===== src/rtl/mfp_ahb_lite_byte_stream_sink.sv =====
// AHB-lite slave that turns CPU stores into a byte stream drained through out_byte/out_valid/out_ready.
// Define MFP_AHB_BYTE_STREAM_WORD_UNPACK_EN to split HSIZE_4 DATA writes into four pushed bytes.
//   state   | meaning
//   IDLE    | no write pending; DATA write data phase pushes its lane byte directly
//   WR_WAIT | lane byte held in hold_q, waiting for FIFO room
//   UNPACK  | word held in hold_q, pushing bytes cnt_q..3 (macro builds only)
module mfp_ahb_lite_byte_stream_sink #(
   parameter int FIFO_DEPTH_LOG2 = 4
) (
   input  logic        clock,
   input  logic        reset,
   input  logic        big_endian,
   input  logic        HSEL,
   input  logic [31:0] HADDR,
   input  logic [1:0]  HTRANS,
   input  logic [2:0]  HSIZE,
   input  logic        HWRITE,
   input  logic [31:0] HWDATA,
   input  logic        HREADY,
   output logic [31:0] HRDATA,
   output logic        HREADYOUT,
   output logic        HRESP,
   output logic [7:0]  out_byte,
   output logic        out_valid,
   input  logic        out_ready
);
   localparam int DEPTH = 1 << FIFO_DEPTH_LOG2;

   typedef enum logic [1:0] {IDLE = 2'd0, WR_WAIT = 2'd1, UNPACK = 2'd2} state_t;

   state_t                     state_q, state_d;
   logic                       ap_act_q;
   logic                       ap_write_q;
   logic [3:0]                 ap_addr_q;
   logic [31:0]                hold_q, hold_d;
   logic [7:0]                 mem_q [DEPTH];
   logic [FIFO_DEPTH_LOG2-1:0] wr_ptr_q, rd_ptr_q;
   logic [FIFO_DEPTH_LOG2:0]   level_q;
   logic                       empty, full, pop, room, push, hready, dp_data_wr;
   logic [7:0]                 push_byte, level8;
   logic [1:0]                 lane, sel;
   logic                       unused_haddr;

   assign unused_haddr = ^HADDR[31:4];

`ifdef MFP_AHB_BYTE_STREAM_WORD_UNPACK_EN
   logic       ap_word_q;
   logic [1:0] cnt_q, cnt_d;
`else
   logic       unused_hsize;
   assign unused_hsize = ^HSIZE;
`endif

   always_comb begin
      empty      = (level_q == '0);
      full       = level_q[FIFO_DEPTH_LOG2];
      pop        = !empty && out_ready;
      // a pop in the same cycle frees the slot the push needs, even when full
      room       = !full || pop;
      dp_data_wr = ap_act_q && ap_write_q && (ap_addr_q[3:2] == 2'b00);
      lane       = big_endian ? ~ap_addr_q[1:0] : ap_addr_q[1:0];
      sel        = lane;
      push       = 1'b0;
      push_byte  = 8'h00;
      hready     = 1'b1;
      state_d    = state_q;
      hold_d     = hold_q;
`ifdef MFP_AHB_BYTE_STREAM_WORD_UNPACK_EN
      cnt_d      = cnt_q;
`endif
      case (state_q)
         IDLE: begin
            if (dp_data_wr) begin
               hold_d = HWDATA;
`ifdef MFP_AHB_BYTE_STREAM_WORD_UNPACK_EN
               if (ap_word_q) begin
                  sel     = big_endian ? 2'd3 : 2'd0;
                  push    = room;
                  cnt_d   = room ? 2'd1 : 2'd0;
                  state_d = UNPACK;
                  hready  = 1'b0;
               end else
`endif
               begin
                  push = room;
                  if (!room) begin
                     state_d = WR_WAIT;
                     hready  = 1'b0;
                  end
               end
               push_byte = HWDATA[{sel, 3'b000} +: 8];
            end
         end
         WR_WAIT: begin
            push_byte = hold_q[{sel, 3'b000} +: 8];
            push      = room;
            if (room) state_d = IDLE;
            else      hready  = 1'b0;
         end
`ifdef MFP_AHB_BYTE_STREAM_WORD_UNPACK_EN
         UNPACK: begin
            sel       = big_endian ? ~cnt_q : cnt_q;
            push_byte = hold_q[{sel, 3'b000} +: 8];
            push      = room;
            if (room) cnt_d = cnt_q + 2'd1;
            if (room && (cnt_q == 2'd3)) state_d = IDLE;
            else                         hready  = 1'b0;
         end
`endif
         default: state_d = IDLE;
      endcase

      level8                    = '0;
      level8[FIFO_DEPTH_LOG2:0] = level_q;
      HRDATA = 32'h0;
      if (ap_act_q && !ap_write_q && (ap_addr_q[3:2] == 2'b01))
         HRDATA = {16'h0, level8, 6'h0, full, empty};
      HREADYOUT = hready;
      HRESP     = 1'b0;
      out_valid = !empty;
      out_byte  = empty ? 8'h00 : mem_q[rd_ptr_q];
   end

   always_ff @(posedge clock) begin
      if (reset) begin
         state_q    <= IDLE;
         ap_act_q   <= 1'b0;
         ap_write_q <= 1'b0;
         ap_addr_q  <= 4'h0;
         hold_q     <= 32'h0;
         wr_ptr_q   <= '0;
         rd_ptr_q   <= '0;
         level_q    <= '0;
`ifdef MFP_AHB_BYTE_STREAM_WORD_UNPACK_EN
         ap_word_q  <= 1'b0;
         cnt_q      <= 2'd0;
`endif
      end else begin
         state_q <= state_d;
         hold_q  <= hold_d;
`ifdef MFP_AHB_BYTE_STREAM_WORD_UNPACK_EN
         cnt_q   <= cnt_d;
`endif
         if (HREADY) begin
            ap_act_q   <= HSEL && HTRANS[1];
            ap_write_q <= HWRITE;
            ap_addr_q  <= HADDR[3:0];
`ifdef MFP_AHB_BYTE_STREAM_WORD_UNPACK_EN
            ap_word_q  <= (HSIZE == 3'b010);
`endif
         end
         if (push) wr_ptr_q <= wr_ptr_q + 1'b1;
         if (pop)  rd_ptr_q <= rd_ptr_q + 1'b1;
         if (push && !pop)      level_q <= level_q + 1'b1;
         else if (pop && !push) level_q <= level_q - 1'b1;
      end
   end

   always_ff @(posedge clock) begin
      if (push) mem_q[wr_ptr_q] <= push_byte;
   end
endmodule


===== config.mk =====
export PLATFORM = sky130hd
export DESIGN_NAME = mfp_ahb_lite_byte_stream_sink
export DESIGN_NICKNAME = d
export VERILOG_FILES = /design/src/rtl/mfp_ahb_lite_byte_stream_sink.sv
export SDC_FILE = /design/constraint.sdc
export NUM_CORES = 1
export LEC_CHECK = 0
export CAP_MARGIN = 10
export CELL_PAD_IN_SITES_DETAIL_PLACEMENT = 1
export CELL_PAD_IN_SITES_GLOBAL_PLACEMENT = 1
export CORE_UTILIZATION = 30
export DETAILED_ROUTE_END_ITERATION = 7
export GPL_TIMING_DRIVEN = 0
export PLACE_DENSITY = 0.66
export SYNTH_ARGS = -nofsm -noshare
export SYNTH_HDL_FRONTEND = slang
export SYNTH_SLANG_ARGS = --single-unit
export TNS_END_PERCENT = 20

===== constraint.sdc =====
create_clock -name clock -period 5.1 [get_ports clock]
set_input_delay 1.02 -clock clock [delete_from_list [all_inputs] [get_ports clock]]
set_output_delay 1.02 -clock clock [all_outputs]
set_load 0.05 [all_outputs]

==> qor.csv, run 1 <==
stage;metric;value;unit
timing;Hold Violations, Final;0;
cts;setup bufs post-CTS;0;
cts;CTS H-tree depth;4;
final_layout;nets@finish;751;
final_layout;Final Util;36.97;%
route;met3 WL;830;um
run_status;status;complete, but fails checks;
worst_setup_path;worst-path cell chain;buf_4 > buf_4 > buf_2 > mux4_2 > mux2i_1 > a211oi_1 > clkdlybuf4s50_1;
worst_setup_path;CP max-delay cell;clkdlybuf4s50_1;
route;Routed WL;19.38;mm
timing;Setup TNS;0;ns
yosys;Synth area leaders;edfxtp_1 (48%), dfxtp_1 (14%), mux4_2 (9.0%);
cts;clock latency on the worst-skew pair;0.43;ns
global_routing;largest net degree at the start of global routing;17;
worst_setup_path;crit path kind;reg2out;
place;number of port buffers;59;
final_layout;number of fill cells;2819;
yosys;Top FF cell, synth;edfxtp_1;
global_routing;grt ovf;0;
worst_setup_path;CP Capture Type;output pin;
worst_setup_path;worst r2r src;level_q[1];
timing;Worst slew margin;30.68;%
global_routing;GRT Util Overall;14.99;%
worst_setup_path;slowest cell delay on critical path;0.88;ns
timing;fmax;242.3;MHz
yosys;most frequent cells after synthesis;edfxtp_1 (128), nand2_1 (69), dfxtp_1 (56);
floorplanning;Die W;165.3;um
yosys;post-synthesis sequential area ratio;62.03;%
timing;Worst-Margin Slew;1.032;ns
pwr;total power;3.778;mW
final_layout;area of the multi-input gates;0.002735;mm^2
cts;total CTS buffers;17;
route;top sig layer;met4;
global_routing;number of global-route vias before repair;5298;
cts;Sink Count;184;
cts;CTS clk-pin slew, worst paths;0.06;ns
timing;Setup violations, final;0;
yosys;Mean Syn Cell Area;14.24;um^2
cts;CTS max path bufs;2;
timing;Fin Hold WS;0.4607;ns
cts;CTS tree;yes;
final_layout;Diodes inserted;0;
yosys;Syn Inst Count;562;
worst_setup_path;Buf/Inv on CP;4;
run_status;failing checks;design-rule violations;
route;drt first pass iters;6;
yosys;Yosys warning count;0;
final_layout;share of cells above drive strength 1;15.78;%
floorplanning;Die H;165.3;um
timing;RSZ-0062 raised after global routing;no;
worst_setup_path;Crit path top cell by count;buf_4;
yosys;#FFs+latches synth;184;
pwr;maximum vdd drop;0.0002553;V
floorplanning;FP Rows;59;
global_routing;first-pass GRT wire length;30.06;mm
final_layout;Layout area overhead;20.71;%
timing;crit share post-route;80.94;%
route;starting DRC count in detailed routing;237;
route;total number of vias;4913;
yosys;ys async rst share;0;%
worst_setup_path;critical path arrival;3.11;ns
route;Routed Antenna Nets;0;
place;Placer Congestion;0.7952;
floorplanning;Initial Util;30.63;%
hold_path;worst min-delay path class;reg2reg;
floorplanning;Ports;119;
timing;crit path time final;4.128;ns
route;Avg WL per Cell;19.13;um
yosys;top-count cell post-synth;edfxtp_1;
floorplanning;Core Region;0.02613;mm^2
place;Post-DP HPWL;13.72;mm
timing;final max-slew violation count;0;
cts;root buffer cell;clkbuf_16;
pwr;pwr dens;391.0;mW/mm^2
flow_run;max_cap viols;0;
route;post-route DRC violation count;6;
cts;Post-CTS Resized;0;
final_layout;register area;0.004965;mm^2
hold_path;hold path start;hold_q[26];
yosys;top-area cell type share of the netlist area;48.02;%
yosys;largest area contributor in the netlist;edfxtp_1;
timing;Worst Skew;0.01342;ns
pwr;P_leak;3.203;nW
yosys;number of flops mapped to enable cells by yosys;128;
worst_setup_path;Crit path max-delay family;buffers and inverters;
yosys;Post-Syn Area;0.008004;mm^2
route;M1 WL;8.539;mm
cts;hold-fix buffers at CTS;0;
route;Via density;4.850;
final_layout;post-route cell area;0.009662;mm^2
route;met2 WL post-DR;9.806;mm
floorplanning;die area;0.02734;mm^2
worst_setup_path;crit path max fanout;10;
place;Post-DP Area;0.009107;mm^2
worst_setup_path;Worst Path Required;4.08;ns
yosys;Yosys cell types;43;
global_routing;initial antenna violation count;0;
worst_setup_path;Startpoint Class;flip-flop;
-- registers in the layout, indices dropped and copies added (netlist names), named ones only --
register and count:
ap_write_q 1, wr_ptr_q 4, state_q 1, level_q 5
hold_q 32, ap_act_q 1, ap_addr_q 4, rd_ptr_q 4
mem_q 128
-- layer usage --
metal  GRT usage, %  vias to the layer above
met5              0                        -
met4          4.504                        0
met3          2.747                       15
met2          25.60                      130
met1          19.28                     2516
li1               -                     2252
-- through the flow --
stage / setup slack [ns] / instances
after floorplan: 1.776 / 587
after global placement: 1.197 / 981
after detailed placement: 1.093 / 981
after CTS: 0.9072 / 1013
after global routing: 0.7863 / 1013
final: 0.9722 / 1013
-- report_power, final --
part | internal (mW) | switching [mW]
registers | 1.61 | 0.0278
clock network | 0.676 | 0.562
logic | 0.359 | 0.543
total | 2.64 | 1.13
-- worst register-to-register path: stages, from the launching register on --
cell,delay (ns)
dfxtp_1,0.36
or4_1,0.64
o21ai_2,0.26
ha_1,0.21
inv_1,0.11
ha_1,0.34
a21oi_1,0.19
a211oi_1,0.10
a31oi_1,0.19
mux2_2,0.35
-- logic make-up (layout without fill, tap and decap cells) --
family,Yosys count,count (layout),synth area share [%]
other cells,1,26,0.04685
xor+xnor,11,11,1.298
mux,72,72,15.65
fa+ha+maj,10,10,1.657
compound gates,79,79,6.097
flops,184,184,62.03
buf+inv,65,156,4.971
simple gates,140,140,8.254
-- layout by cell type (no fill, tap or decap), types with 2 or more instances in the layout --
cell and n:
edfxtp_1 128, nand2_1 69, clkdlybuf4s50_1 59, dfxtp_1 56
a21oi_1 37, mux4_2 32, mux2i_1 31, buf_4 30
conb_1 26, nor2_1 22, clkbuf_1 18, and2_1 18
a211oi_1 17, clkbuf_16 17, nor2b_1 10, a21o_1 9
ha_1 9, buf_2 8, mux4_1 8, o22ai_1 8
xor2_1 7, and3_1 7, inv_1 5, o211ai_1 4
clkinvlp_4 4, nand2b_1 3, xnor2_1 3, buf_1 3
inv_6 3, clkinv_4 3, buf_6 2, nor4bb_1 2
nand3_1 2
-- worst paths after layout --
| path | slack (ns) | depth (start not counted) | end |
|---|---|---|---|
| max | 0.97 | 7 | out_byte[3] |
| min | 0.46 | 2 | hold_q[26] |
| max reg2reg | 2.24 | 9 | level_q[4] |
| min reg2reg | 0.46 | 2 | hold_q[26] |
-- final cells by class --
| cell class | instances | area share [%] |
|---|---|---|
| buffer | 60 | 3.924 |
| clock buffer | 19 | 4.481 |
| clock inverter | 13 | 1.256 |
| inverter | 5 | 0.1943 |
| multi-input combinational | 338 | 28.31 |
| sequential | 184 | 51.39 |
| tap | 335 | 4.338 |
| timing repair buffer | 59 | 6.112 |
(Power assumes the default switching activity.)
==> inputs of run 2 (changes only) <==
==> constraint.sdc (replaced) <==
create_clock -name clock -period 4.3 [get_ports clock]
set_input_delay 0.86 -clock clock [delete_from_list [all_inputs] [get_ports clock]]
set_output_delay 0.86 -clock clock [all_outputs]
set_load 0.05 [all_outputs]
==> results of run 2 <==
Same layout as run 1 (identical final DEF). Status: complete, but fails checks: design-rule violations.
Main changes from that run: setup slack after placement 1.093 ns -> 0.4525 ns; setup slack after layout 0.9722 ns -> 0.3322 ns; register-to-register setup slack 2.24 ns -> 1.44 ns; total power 3.778 mW -> 4.480 mW; worst IR drop on VDD 0.0002553 V -> 0.0003028 V
